File: config.mk
export PLATFORM = sky130hd
export DESIGN_NAME = io_bus_bridge_flat
export DESIGN_NICKNAME = d
export VERILOG_FILES = /design/src/rtl/io_bus_bridge_pkg.sv /design/src/rtl/io_bus_bridge_if.sv /design/src/rtl/io_bus_bridge_timeout_ctr.sv /design/src/rtl/io_bus_bridge.sv /design/src/flat_wrapper.sv
export SDC_FILE = /design/constraint.sdc
export NUM_CORES = 1
export LEC_CHECK = 0
export BUFFER_PORTS_ARGS = -buffer_cell sky130_fd_sc_hd__buf_2
export CAP_MARGIN = 20
export CELL_PAD_IN_SITES_DETAIL_PLACEMENT = 0
export CELL_PAD_IN_SITES_GLOBAL_PLACEMENT = 1
export CORE_ASPECT_RATIO = 1.5
export CORE_MARGIN = 2
export CORE_UTILIZATION = 33
export CTS_BUF_LIST = sky130_fd_sc_hd__clkbuf_16
export DETAILED_ROUTE_END_ITERATION = 7
export GPL_TIMING_DRIVEN = 0
export MAX_ROUTING_LAYER = met4
export PLACE_DENSITY = 0.92
export RECOVER_POWER = 25
export REMOVE_ABC_BUFFERS = 1
export SYNTH_ARGS = -nofsm -noshare
export SYNTH_HDL_FRONTEND = slang
export SYNTH_HIERARCHICAL = 1
export SYNTH_SLANG_ARGS = --single-unit
File: constraint.sdc
create_clock -name clk -period 6.1 [get_ports clk]
set_clock_uncertainty 0.05 [all_clocks]
set_input_delay 0.915 -clock clk [delete_from_list [all_inputs] [get_ports clk]]
set_output_delay 0.915 -clock clk [all_outputs]
set_load 0.02 [all_outputs]
File: src/rtl/io_bus_bridge_pkg.sv
`default_nettype none
// ============================================================================
// Module      : io_pkg
// Description : Shared FSM encoding, default widths and dev_bus field layout.
// Revision    : 1.0 - initial release
// ============================================================================
package io_pkg;

    localparam int c_DEF_DATA_W = 16;
    localparam int c_DEF_REG_W  = 2;

    localparam logic [1:0] c_IDLE   = 2'd0;
    localparam logic [1:0] c_ACCESS = 2'd1;
    localparam logic [1:0] c_DONE   = 2'd2;

    // dev_bus layout is {we, reg_sel, data}, data in the low bits
    localparam int c_BUS_DATA_LSB = 0;
    localparam int c_BUS_REG_LSB  = c_DEF_DATA_W;
    localparam int c_BUS_WE_BIT   = c_DEF_DATA_W + c_DEF_REG_W;
    localparam int c_BUS_W        = c_BUS_WE_BIT + 1;

    function automatic int bus_we_bit(input int data_w, input int reg_w);
        return data_w + reg_w;
    endfunction

endpackage
`default_nettype wire

File: src/rtl/io_bus_bridge_if.sv
`default_nettype none
// ============================================================================
// Module      : io_bus_bridge_if
// Description : CPU-side and device-side signals of the I/O bus bridge.
// Revision    : 1.0 - initial release
// ============================================================================
interface io_bus_bridge_if
    import io_pkg::*;
#(
    parameter int N_DEV  = 8,
    parameter int SEL_W  = 3,
    parameter int REG_W  = c_DEF_REG_W,
    parameter int DATA_W = c_DEF_DATA_W
);
    logic                      req;
    logic [SEL_W-1:0]          dev_sel;
    logic [REG_W-1:0]          reg_sel;
    logic                      we;
    logic [DATA_W-1:0]         data_out;
    logic [DATA_W-1:0]         data_in;
    logic                      done;
    logic                      err;
    logic                      busy;
    logic [N_DEV-1:0]          dev_cs;
    logic [REG_W+DATA_W:0]     dev_bus;
    logic [N_DEV*DATA_W-1:0]   dev_rdata;
    logic [N_DEV-1:0]          dev_ack;

    modport slave (
        input  req, dev_sel, reg_sel, we, data_out, dev_rdata, dev_ack,
        output data_in, done, err, busy, dev_cs, dev_bus
    );

    modport master (
        output req, dev_sel, reg_sel, we, data_out, dev_rdata, dev_ack,
        input  data_in, done, err, busy, dev_cs, dev_bus
    );

endinterface
`default_nettype wire

File: src/rtl/io_bus_bridge_timeout_ctr.sv
`default_nettype none
// ============================================================================
// Module      : io_timeout_ctr
// Description : Loadable saturating up-counter with clear, enable and
//               terminal-count flag.
// Revision    : 1.0 - initial release
// ============================================================================
module io_timeout_ctr #(
    parameter int WIDTH = 4,
    parameter int MAX   = 14
) (
    input  wire logic             clk,
    input  wire logic             rst,
    input  wire logic             i_clr,
    input  wire logic             i_en,
    input  wire logic             i_load,
    input  wire logic [WIDTH-1:0] i_load_val,
    output logic                  o_tc
);

    logic [WIDTH-1:0] r_count;

    always_ff @(posedge clk or posedge rst) begin
        if (rst) begin
            r_count <= '0;
        end else if (i_clr) begin
            r_count <= '0;
        end else if (i_load) begin
            r_count <= i_load_val;
        end else if (i_en && !o_tc) begin
            r_count <= r_count + 1'b1;
        end
    end

    assign o_tc = (r_count == WIDTH'(MAX));

endmodule
`default_nettype wire

File: src/rtl/io_bus_bridge.sv
`default_nettype none
// ============================================================================
// Module      : io_bus_bridge
// Description : Registered CPU-to-device I/O bridge, one access in flight,
//               with per-access timeout and unmapped-index error reporting.
// Revision    : 1.0 - initial release
// ============================================================================
module io_bus_bridge
    import io_pkg::*;
#(
    parameter int N_DEV   = 8,
    parameter int SEL_W   = 3,
    parameter int REG_W   = c_DEF_REG_W,
    parameter int DATA_W  = c_DEF_DATA_W,
    parameter int TIMEOUT = 15
) (
    input  wire logic       clk,
    input  wire logic       reset,
    io_bus_bridge_if.slave  bus
);

    localparam int c_BUS_BITS = REG_W + DATA_W + 1;
    localparam int c_WE_BIT   = bus_we_bit(DATA_W, REG_W);
    localparam int c_CNT_W    = $clog2(TIMEOUT + 1);

    logic [1:0]            r_state;
    logic [N_DEV-1:0]      r_cs;
    logic [c_BUS_BITS-1:0] r_bus;
    logic [DATA_W-1:0]     r_data_in;
    logic                  r_done;
    logic                  r_err;
    logic                  r_busy;

    logic                  w_mapped;
    logic [N_DEV-1:0]      w_cs_dec;
    logic                  w_ack;
    logic [DATA_W-1:0]     w_rdata;
    logic                  w_accept;
    logic                  w_tc;

    assign w_mapped = (32'(bus.dev_sel) < N_DEV);
    assign w_accept = (r_state == c_IDLE) && bus.req;
    // Only the latched chip select qualifies acks, so strays are ignored
    assign w_ack    = |(bus.dev_ack & r_cs);

    always_comb begin
        w_cs_dec = '0;
        w_rdata  = '0;
        for (int k = 0; k < N_DEV; k++) begin
            if (bus.dev_sel == SEL_W'(k)) w_cs_dec[k] = 1'b1;
            if (r_cs[k]) w_rdata = bus.dev_rdata[k*DATA_W +: DATA_W];
        end
    end

    io_timeout_ctr #(
        .WIDTH (c_CNT_W),
        .MAX   (TIMEOUT - 1)
    ) u_timeout_ctr (
        .clk        (clk),
        .rst        (reset),
        .i_clr      (w_accept),
        .i_en       ((r_state == c_ACCESS) && !w_ack),
        .i_load     (1'b0),
        .i_load_val ({c_CNT_W{1'b0}}),
        .o_tc       (w_tc)
    );

    always_ff @(posedge clk or posedge reset) begin
        if (reset) begin
            r_state   <= c_IDLE;
            r_cs      <= '0;
            r_bus     <= '0;
            r_data_in <= '0;
            r_done    <= 1'b0;
            r_err     <= 1'b0;
            r_busy    <= 1'b0;
        end else begin
            r_done <= 1'b0;
            case (r_state)
                c_IDLE: begin
                    if (bus.req) begin
                        r_busy <= 1'b1;
                        if (w_mapped) begin
                            r_cs    <= w_cs_dec;
                            r_bus   <= {bus.we, bus.reg_sel, bus.data_out};
                            r_err   <= 1'b0;
                            r_state <= c_ACCESS;
                        end else begin
                            r_err     <= 1'b1;
                            r_data_in <= '0;
                            r_state   <= c_DONE;
                        end
                    end
                end
                c_ACCESS: begin
                    // Ack is checked first so it wins over a same-cycle timeout
                    if (w_ack) begin
                        if (!r_bus[c_WE_BIT]) r_data_in <= w_rdata;
                        r_err   <= 1'b0;
                        r_cs    <= '0;
                        r_state <= c_DONE;
                    end else if (w_tc) begin
                        r_err     <= 1'b1;
                        r_data_in <= '0;
                        r_cs      <= '0;
                        r_state   <= c_DONE;
                    end
                end
                c_DONE: begin
                    r_done  <= 1'b1;
                    r_busy  <= 1'b0;
                    r_state <= c_IDLE;
                end
                default: begin
                    r_cs    <= '0;
                    r_state <= c_IDLE;
                end
            endcase
        end
    end

    assign bus.data_in = r_data_in;
    assign bus.done    = r_done;
    assign bus.err     = r_err;
    assign bus.busy    = r_busy;
    assign bus.dev_cs  = r_cs;
    assign bus.dev_bus = r_bus;

endmodule
`default_nettype wire

File: src/flat_wrapper.sv
// flat-port wrapper written by rule: the top's interface ports become plain ports
module io_bus_bridge_flat import io_pkg::*;
#(
    parameter int N_DEV   = 8,
    parameter int SEL_W   = 3,
    parameter int REG_W   = c_DEF_REG_W,
    parameter int DATA_W  = c_DEF_DATA_W,
    parameter int TIMEOUT = 15
)
  (clk, reset, bus_req, bus_dev_sel, bus_reg_sel, bus_we, bus_data_out, bus_dev_rdata, bus_dev_ack, bus_data_in, bus_done, bus_err, bus_busy, bus_dev_cs, bus_dev_bus);
  io_bus_bridge_if #(.N_DEV(N_DEV), .SEL_W(SEL_W), .REG_W(REG_W), .DATA_W(DATA_W)) bus_i ();
  input  wire logic clk;
  input  wire logic reset;
  input wire logic [$bits(bus_i.req)-1:0] bus_req;
  input wire logic [$bits(bus_i.dev_sel)-1:0] bus_dev_sel;
  input wire logic [$bits(bus_i.reg_sel)-1:0] bus_reg_sel;
  input wire logic [$bits(bus_i.we)-1:0] bus_we;
  input wire logic [$bits(bus_i.data_out)-1:0] bus_data_out;
  input wire logic [$bits(bus_i.dev_rdata)-1:0] bus_dev_rdata;
  input wire logic [$bits(bus_i.dev_ack)-1:0] bus_dev_ack;
  output wire logic [$bits(bus_i.data_in)-1:0] bus_data_in;
  output wire logic [$bits(bus_i.done)-1:0] bus_done;
  output wire logic [$bits(bus_i.err)-1:0] bus_err;
  output wire logic [$bits(bus_i.busy)-1:0] bus_busy;
  output wire logic [$bits(bus_i.dev_cs)-1:0] bus_dev_cs;
  output wire logic [$bits(bus_i.dev_bus)-1:0] bus_dev_bus;
  assign bus_i.req = bus_req;
  assign bus_i.dev_sel = bus_dev_sel;
  assign bus_i.reg_sel = bus_reg_sel;
  assign bus_i.we = bus_we;
  assign bus_i.data_out = bus_data_out;
  assign bus_i.dev_rdata = bus_dev_rdata;
  assign bus_i.dev_ack = bus_dev_ack;
  assign bus_data_in = bus_i.data_in;
  assign bus_done = bus_i.done;
  assign bus_err = bus_i.err;
  assign bus_busy = bus_i.busy;
  assign bus_dev_cs = bus_i.dev_cs;
  assign bus_dev_bus = bus_i.dev_bus;
  io_bus_bridge #(.N_DEV(N_DEV), .SEL_W(SEL_W), .REG_W(REG_W), .DATA_W(DATA_W), .TIMEOUT(TIMEOUT)) u_core (.clk(clk), .reset(reset), .bus(bus_i));
endmodule
# == Word-level counts from Yosys, hierarchy flattened ==
# Cells that the tools add are included.
# W data, S select, Z words.
# totals
word_cells,78
reg_bits,52
out_inout_bits,46
# classes
bitwise,2
reduce_logical,18
n_mux,36
n_addsub,1
n_eq_ne,13
# ops
op,n
$mux W16,11
$mux W8,3
$pmux W8 S3,1
$mux W1,13
$eq A3 B3 Y1 const B,4
$reduce_and A3 Y1,3
$and A8 B8 Y8,1
$mux W4,2
$reduce_bool A2 Y1,4
$reduce_or A8 Y1,1
$eq A3 B2 Y1 const B,2
$mux W2,3
$reduce_and A2 Y1,3
$add A4 B1 Y4 const B,1
$eq A4 B4 Y1 const B,1
$ne A2 B2 Y1 const B,2
$pmux W1 S2,2
$pmux W2 S2,1
$eq A3 B1 Y1 const B,1
$logic_and A1 B1 Y1,3
$logic_not A3 Y1,1
$ne A3 B2 Y1 const B,1
$eq A2 B1 Y1 const B,1
$eq A2 B2 Y1 const B,1
other kinds (3),4

# == Depth between registers and ports, before layout ==
# Gate-level depths: netlist (run 1).
# depth
ltp_word,10
ltp_mapped,11
depth_no_buf,9

# == By module ==
# The synthesis (run 1) kept the hierarchy.
# modules_own_cells
mod,cells_each,area_each_um2,seq_area_each_um2,instances
io_bus_bridge,343,3149.3,1201.2,1
io_timeout_ctr,31,272.8,100.1,1

# == Worst setup path before layout (run 1) ==
# No wires, ideal clock.
# synth_timing
kind,input -> register
from,input port bus_dev_ack[3]
to,register u_core.u_timeout_ctr.r_count[3]
path_buffers,1
stages,8
slack_ps,3349
arrival_time_ps,2565
cell_sequence,a22o_1 -> a221oi_2 -> nand3_2 -> clkbuf_1 -> nor2_1 -> nand4_1 -> nor4b_1 -> a2111oi_1
# synth_via
elab_chain_cells,6
# synth_rtl
item,line_no,text
from (decl),flat_wrapper.sv:20,input wire logic [$bits(bus_i.dev_ack)-1:0] bus_dev_ack;
$and A8 B8 Y8,io_bus_bridge.sv:44,assign w_ack = |(bus.dev_ack & r_cs);
$reduce_or A8 Y1,io_bus_bridge.sv:44,
$logic_not A1 Y1,io_bus_bridge.sv:62,".i_en ((r_state == c_ACCESS) && !w_ack),"
$logic_and A1 B1 Y1,io_bus_bridge.sv:62,
$logic_and A1 B1 Y1,io_bus_bridge_timeout_ctr.sv:30,end else if (i_en && !o_tc) begin
$reduce_bool A2 Y1 (no line),-,
to (signal assigned),io_bus_bridge_timeout_ctr.sv:29,r_count <= i_load_val;
to (signal assigned),io_bus_bridge_timeout_ctr.sv:31,r_count <= r_count + 1'b1;
to (decl),io_bus_bridge_timeout_ctr.sv:21,logic [WIDTH-1:0] r_count;
# Every way passes these cells.
# A chain may end at the register's enable or synchronous reset.

# == Worst setup path in the final report (run 1) ==
# layout_timing
from,register u_core.r_cs[4] (netlist: u_core/bus.dev_cs[4])
to,register u_core.r_data_in[6] (netlist: u_core/bus.data_in[6])
# layout_via
elab_chain_cells,6
elab_cells_between_ends,11
# layout_rtl
item,line_no,text
from (decl),io_bus_bridge.sv:27,logic [N_DEV-1:0] r_cs;
from (signal assigned),io_bus_bridge.sv:84,r_cs <= w_cs_dec;
$mux W16 (4 in a row),io_bus_bridge.sv:51,if (r_cs[k]) w_rdata = bus.dev_rdata[k*DATA_W +: DATA_W];
$mux W16,io_bus_bridge.sv:98,if (!r_bus[c_WE_BIT]) r_data_in <= w_rdata;
$mux W16,io_bus_bridge.sv:97,if (w_ack) begin
to (signal assigned),io_bus_bridge.sv:98,
to (decl),io_bus_bridge.sv:29,logic [DATA_W-1:0] r_data_in;
# Several ways; a longest one is shown, not always the timed one. The select of a mux whose other input is x is not followed.

==> metrics.txt, run 1 <==
core area 10100 um2; f_max 0.293 GHz; crit path time final 3.41 ns; CTS tree done; maxcap violations 1; global route total overflow 0; worst-margin pin slew 1.77 ns; largest net degree at the start of global routing 37; vias in the first global route 3715; Post-synth top flop dfrtp_1; Initial Util 33.8%; pins over their slew limit 30; DP Worst Slack 2.63 ns; die width 87.1 um; IO Port Bufs 206; row count 45; post-synthesis cell count 374; Yosys top cell by area dfrtp_1; endpoints failing setup 0; wire per inst 18.8 um; Tightest Hold Check Type input port to async pin; final hold slack 0.443 ns; register area share after synthesis 38.0%; dominant cells by area after synthesis dfrtp_1 38%, mux2_2 12%, nand2_1 5.7%; DP HPWL 9590 um; Worst slew margin -17.8%; Fill cells 1038; first-pass GRT wire length 18700 um; Avg Cell Area, Syn 9.15 um2; htree depth 2; WP data required 6.22 ns; CP Class flip-flop to flip-flop; Total GRT Usage 22.1%; # nets final 730; Final Cycle Share 55.9%; maximum vdd drop 0.000254 V; total clock sinks 52; global routing usage on met2 39.7%; commonest non-fill, non-tap cell in the layout buf_2; met3 usage 4.17%; Final Hold Fails 0; CTS root buf clkbuf_16; failing checks capacitance limit, slew limit; status finished with violations; Fin Setup TNS 0 ns; routability-driven placement congestion ratio 0.907; DRC Markers 0; most frequent cells in the layout 204 x buf_2, 52 x nand2_1, 52 x dfrtp_1; met1 Use GR 24.5%; Clock Tree Buf Depth 2; mapped cell area 3420 um2; RSZ-0062 raised after global routing no; Ys Warns 6; worst skew pair latency 0.29 ns; CTS buffer count 5; full die area 11200 um2; 1st-pass router iterations 8; Yosys top cell area share 38.0%; via count 3799; initial antenna violation count 1; crit start category flip-flop; crit path DAT 3.53 ns; Detailed Route Iter0 Violations 256; vias per cell 5.55; Leak 0.00228 uW; # hold bufs at CTS 0; PD cells 469 nW/um2; ys async rst share 100%; number of synthesized register bits 52; postcts setup bufs 0; final worst slack 2.69 ns; number of enable flip-flop cells after synthesis 0; chip height 129 um; nature of the critical path endpoint flip-flop; Yosys cell types 47; IO Count 207; clk slew on worst S/H paths 0.07 ns; Detailed Route WL 12900 um; Area Growth Syn to Fin 36.3%; global routing's busiest layer met2; ratio of cells with drive above 1 in the final layout 47.7%; worst-path fanout max 36; Routed Antenna Nets 0; Resize count post-CTS 0
## sequential cells by signal, indices dropped and copies added (netlist names)
signal	count
u_core/bus.dev_cs	8
u_core/bus.done	1
u_core/u_timeout_ctr/r_count	4
u_core/bus.err	1
u_core/bus.data_in	16
u_core/bus.busy	1
u_core/r_state	2
u_core/bus.dev_bus	19
## worst paths after layout
kind	from	slack (ns)	endpoint	depth (start not counted)
setup reg to reg	u_core/bus.dev_cs[4]	2.69	u_core/bus.data_in[6]	4
min in group clk	u_core/bus.dev_bus[9]	0.45	u_core/bus.dev_bus[9]	1
hold reg to reg	u_core/bus.dev_bus[9]	0.45	u_core/bus.dev_bus[9]	1
max in group asynchronous	reset	3.25	u_core/bus.data_in[4]	3
setup / recovery	u_core/bus.dev_cs[4]	2.69	u_core/bus.data_in[6]	4
hold / removal	reset	0.44	u_core/u_timeout_ctr/r_count[0]	2
## kinds of logic after synthesis
logic type               Yosys count  share of synthesized area, %
AO/OA/AOI/OAI                    136                          29.1
AND/OR/NAND/NOR                   95                          13.3
buffers and inverters             53                          7.17
flip-flops                        52                          38.0
multiplexers                      35                          11.5
adder cells (fa/ha/maj)            2                         0.731
other                              1                         0.110
## cell type report
type | count | area [um2] | share of cell area (%)
Multi-Input combinational cell | 273 | 1890 | 40.6
Sequential cell | 52 | 1300 | 27.9
Timing Repair Buffer | 211 | 1080 | 23.1
Tap cell | 117 | 146 | 3.14
Clock buffer | 5 | 125 | 2.68
Inverter | 24 | 90.1 | 1.93
Clock inverter | 1 | 30.0 | 0.644
Antenna cell | 1 | 2.50 | 0.0536
## layer usage
layer / part of all wire (%) / wire length (um)
met5: 0 / 0
met4: 2.3 / 292
met3: 8.0 / 1030
met2: 52 / 6680
met1: 38 / 4860
## synthesized netlist by cell type, drive strengths merged, types with 3 or more instances
cell	n
or2	3
nor2	11
nand2b	5
inv	23
a222oi	15
mux2	35
nor2b	7
buf	14
a22o	5
nand3	4
o21ai	18
o221ai	16
a21oi	36
clkbuf	15
nor3	5
dfrtp	52
a22oi	4
nand2	52
o22ai	31
## stage by stage
step | cell area, um2 | power, uW | std cells | utilization, %
2_1_floorplan | 3280 | 1440 | 349 | -
3_3_place_gp | 4460 | 1800 | 672 | 44.0
3_5_place_dp | 4520 | 1870 | 676 | 44.6
4_1_cts | 4670 | 2190 | 682 | 46.1
5_1_grt | 4670 | 2340 | 684 | 46.0
6_report | 4670 | 2190 | 684 | 46.0
## worst max-delay path, cell delays in order, from the launching register on
cell and delay (ns):
dfrtp_1 1.05, a22oi_1 0.28, nand3_2 0.51, nand3_1 0.89, o221ai_1 0.51
## power breakdown
part	total [uW]	internal (uW)	switching, uW	leakage [uW]
combinational	1250	529	719	0.00155
sequential	630	488	142	0.000653
clock	310	189	121	0.0000758
total	2190	1210	981	0.00228
(Power assumes the default switching activity.)
==> run 2, diff against run 1 <==
ABC_AREA = 1   (was default)
CORE_UTILIZATION = 30   (was 33)
PLACE_DENSITY = 0.88   (was 0.92)
clock period = 3.4 ns   (was 6.1 ns; I/O delays follow)
==> metrics.txt, run 2 <==
register area share after synthesis 34.2%; R2R Setup Slk 1.03 ns; Fin Setup TNS 0 ns; Resize count post-CTS 0; maxcap violations 1; CP max-delay cell clkbuf_1; largest family of logic cells by synthesized area simple AND/OR/NAND/NOR gates; most frequent cells in the layout 243 x nand2_1, 205 x buf_2, 53 x inv_1; endpoints failing setup 0; status finished with violations; dominant cells by area after synthesis dfrtp_1 34%, nand2_1 24%, nand3_1 6.7%; xor and xnor area share after synthesis 0%; Avg Cell Area, Syn 6.36 um2; nature of the critical path endpoint async pin; Routed Antenna Nets 0; chip height 142 um; worst-path fanout max 31; wire per inst 13.5 um; crit start category input port; Post-synth top flop dfrtp_1; Worst R2R Start u_core/r_state[1]; postcts setup bufs 0; Tightest Hold Check Type input port to async pin; largest net degree at the start of global routing 32; total clock sinks 52; RSZ-0062 raised after global routing no; full die area 13600 um2; clk slew on worst S/H paths 0.07 ns; WP data required 3.44 ns; Detailed Route WL 12800 um; number of enable flip-flop cells after synthesis 0; Area after DPL 4950 um2; crit path time final 2.40 ns; Yosys top cell area share 34.2%; Synth Area in Adders 0.657%; critical path's largest stage delay 1.28 ns; compound-cell area share of the yosys netlist 9.20%; CTS buffer count 5; CTS tree done; Total GRT Usage 18.9%; # nets final 954; Detailed Route Iter0 Violations 118; pins over their slew limit 32; CTS root buf clkbuf_16; Area Growth Syn to Fin 33.2%; failing checks capacitance limit, slew limit; most used cell, CP clkbuf_1; DP Worst Slack 0.898 ns; mapped cell area 3810 um2; R2R Path End u_core/bus.err; CP startpoint reset; Final Util 40.7%; PD cells 778 nW/um2; vias per cell 4.41; Yosys cell types 31; post-synthesis mux area share 0%; final hold slack 0.0383 ns; worst skew pair latency 0.29 ns; DP HPWL 9770 um; row count 50; ys async rst share 100%; routability-driven placement congestion ratio 0.798; R2R depth 6; initial antenna violation count 0; post-synthesis cell count 598; Leak 0.00308 uW; max reg flops 19; Final Cycle Share 70.7%; IO Count 207; most frequent cells after synthesis 243 x nand2_1, 52 x dfrtp_1, 52 x inv_1; maximum vdd drop 0.000372 V; DRC Markers 0; worst-path cell chain clkbuf_1 > inv_1 > clkbuf_1; IO Port Bufs 206; 1st-pass router iterations 4; Initial Util 30.6%; via count 4179; ratio of cells with drive above 1 in the final layout 32.2%; commonest non-fill, non-tap cell in the layout nand2_1; # hold bufs at CTS 0; # diodes 0; Final Hold Fails 0; Worst slew margin -13.0%; top-count cell post-synth nand2_1; Ys Warns 6; htree depth 2; Yosys top cell by area dfrtp_1; Clock Tree Buf Depth 2; CP Class input port to async pin; number of synthesized register bits 52; core area 12400 um2; f_max 0.416 GHz; global route total overflow 0; crit path DAT 2.44 ns; worst-margin pin slew 1.70 ns; first-pass GRT wire length 19400 um; final worst slack 0.996 ns; die width 96.0 um; vias in the first global route 3900; post-synthesis simple-gate area fraction 44.8%; Post-Layout Inst Area 5070 um2
==> run 2: layout make-up <==
| class | instances | area (um2) |
|---|---|---|
| multi-input cells | 463 | 2120 |
| inverters | 60 | 225 |
| clock inverters | 3 | 15.0 |
| clock buffers | 5 | 125 |
| fillers | 1383 | 7380 |
| well taps | 156 | 195 |
| repair buffers | 209 | 1090 |
| flip-flops and latches | 52 | 1300 |
==> run 2: worst max path at each step <==
stage | end | slack, ns | cells after the start
6_report | u_core/bus.dev_bus[1] | 1.0 | 3
5_1_grt | u_core/bus.data_in[13] | 0.44 | 3
4_1_cts | u_core/bus.err | 0.97 | 6
3_5_place_dp | u_core/bus.err | 0.90 | 6
3_3_place_gp | u_core/bus.err | 0.30 | 6
2_1_floorplan | u_core/bus.err | 1.20 | 5
==> run 2: logic make-up after synthesis <==
group | Yosys count
and+or+nand+nor | 384
AOI/OAI and AO/OA | 67
DFF | 52
adders and majority gates | 2
buffers and inverters | 92
other | 1
==> run 2: power by group <==
group / internal [uW] / switching [uW]
registers: 865 / 319
logic: 816 / 1450
clock network: 268 / 229
==> run 2: worst max-delay path, delay by kind of cell <==
family,cells,cell delay (ns)
buf+inv,3,1.90
==> run 2: per-stage QoR <==
stage	total power, uW	std cells
floorplan	2690	575
global placement	3440	937
detailed placement	3500	940
CTS	4020	948
global route	4360	948
finish	3950	948
==> run 2: layer usage <==
metal,GRT usage [%],vias to the layer above,routed length (um)
met1,20.9,1825,5060
met2,35.3,133,6850
met4,4.59,0,157
met3,2.28,9,750
li1,-,2212,-
met5,-,-,0
==> run 3, diff against run 2 <==
CORE_UTILIZATION = 27   (was 30)
PLACE_DENSITY = 0.84   (was 0.88)
clock period = 2.15 ns   (was 3.4 ns; I/O delays follow)
==> metrics.txt, run 3 (synthesis results as in run 2) <==
total clock sinks 52; Leak 0.00304 uW; wire per inst 13.7 um; worst-path fanout max 16; most frequent cells in the layout 243 x nand2_1, 191 x buf_2, 52 x inv_1; switching share of power 51.0%; Clock Tree Buf Depth 2; CP Class flip-flop to flip-flop; NetSw 3200 uW; core area 13900 um2; Total GRT Usage 17.4%; maxcap violations 0; WP data required 2.32 ns; pins over their slew limit 0; Int Power 3070 uW; worst-margin pin slew 0.799 ns; # nets final 956; largest net degree at the start of global routing 31; Detailed Route WL 13200 um; crit path time final 1.91 ns; CTS root buf clkbuf_16; IO Count 207; crit path DAT 2.08 ns; htree depth 2; Detailed Route Iter0 Violations 121; worst-path cell chain nand2_2 > nand2_4 > nor2_8 > nand3_4 > nand4_4 > nor2_1 > nand2_1 > nand2_1; maximum vdd drop 0.000624 V; CTS tree done; Worst slew margin 46.6%; status complete, no violations; commonest non-fill, non-tap cell in the layout nand2_1; nature of the critical path endpoint flip-flop; via count 4190; Fin Setup TNS 0 ns; chip height 149 um; worst skew pair latency 0.28 ns; most used cell, CP nand2_1; Tightest Hold Check Type input port to flip-flop; full die area 15100 um2; Initial Util 27.3%; DP HPWL 10200 um; CP max-delay cell dfrtp_1; ratio of cells with drive above 1 in the final layout 31.3%; f_max 0.524 GHz; global route total overflow 0; vias per cell 4.37; Clk network pwr share 11.9%; vias in the first global route 3948; max reg flops 19; postcts setup bufs 0; die width 101 um; first-pass GRT wire length 20000 um; Final Hold Fails 0; routability-driven placement congestion ratio 0.849; Logic pwr share 58.1%; endpoints failing setup 0; R2R depth 8; DRC Markers 0; Final Cycle Share 88.7%; IO Port Bufs 206; CTS buffer count 5; critical path's largest stage delay 0.77 ns; CP startpoint u_core/bus.dev_cs[6]; PD cells 1230 nW/um2; RSZ-0062 raised after global routing no; worst hold start bus_data_out[14]; crit start category flip-flop; Routed Antenna Nets 0; initial antenna violation count 1; 1st-pass router iterations 4; sequential share of power 30.0%; clk slew on worst S/H paths 0.06 ns; Final Util 36.7%; row count 53; Worst R2R Start u_core/bus.dev_cs[6]; WHS Path Cells 3; Area Growth Syn to Fin 34.2%
==> run 3: cell types whose count changed in the layout (fill, tap and decap cells not counted), sizes merged <==
cell | before | now
clkinvlp | 1 | 0
dlygate4sd3 | 0 | 1
inv | 61 | 60
clkbuf | 7 | 20
clkinv | 1 | 2
diode | 0 | 1
buf | 207 | 195
==> run 3: cell type report <==
| cell class | instances | area [um2] |
|---|---|---|
| antenna | 1 | 2.50 |
| clock buffer | 5 | 125 |
| clock inverter | 2 | 7.51 |
| fill | 1593 | 8820 |
| inverter | 60 | 225 |
| multi-input combinational | 463 | 2120 |
| sequential | 52 | 1310 |
| tap | 165 | 206 |
| timing repair buffer | 211 | 1110 |
==> run 3: layer usage <==
| layer | track usage, % | up-vias | share of wire (%) | wire length, um |
|---|---|---|---|---|
| li1 | - | 2224 | - | - |
| met1 | 19.9 | 1821 | 41 | 5390 |
| met2 | 31.5 | 131 | 52 | 6870 |
| met3 | 2.01 | 14 | 5.0 | 663 |
| met4 | 5.14 | 0 | 1.8 | 240 |
| met5 | - | - | 0 | 0 |
==> run 3: power by group through the flow <==
stage | sequential, uW | combinational (uW) | clock (uW)
3_5_place_dp | 1890 | 3720 | 0
4_1_cts | 1880 | 3730 | 792
3_3_place_gp | 1940 | 3550 | 0
5_1_grt | 1960 | 4120 | 835
6_report | 1880 | 3640 | 746
2_1_floorplan | 2220 | 2040 | 0
==> run 3: critical path, delay by kind of cell (launching register included) <==
| family | cells | cell delay (ns) |
|---|---|---|
| DFF | 1 | 0.77 |
| and+or+nand+nor | 8 | 1.00 |
==> run 3: through the flow <==
step | cells | instance area (um2) | hold WS, ns | power, uW | setup WS (ns)
6_report | 959 | 5110 | 0.183 | 6270 | 0.243
5_1_grt | 959 | 5110 | 0.182 | 6920 | 0.0673
4_1_cts | 958 | 5120 | 0.169 | 6410 | 0.00766
3_5_place_dp | 950 | 4970 | 0.175 | 5620 | 0.00710
3_3_place_gp | 946 | 4880 | 0.175 | 5490 | -1.05
2_1_floorplan | 575 | 3640 | 0.0386 | 4260 | -0.0478
==> run 3: repair_timing <==
action | CTS | global route
resized for setup | 0 | 6
hold buffers | 1 | 0
endpoints found under the hold margin | 4 | 0
setup endpoints to repair | 0 | 16
==> run 3: worst paths after layout <==
check | endpoint | slack (ns)
max in group asynchronous | u_core/bus.data_in[11] | 0.73
min in group asynchronous | u_core/u_timeout_ctr/r_count[0] | 0.40
max | u_core/bus.data_in[14] | 0.24
max reg2reg | u_core/bus.data_in[14] | 0.24
min reg2reg | u_core/bus.dev_bus[14] | 0.42
min | u_core/bus.dev_bus[14] | 0.18
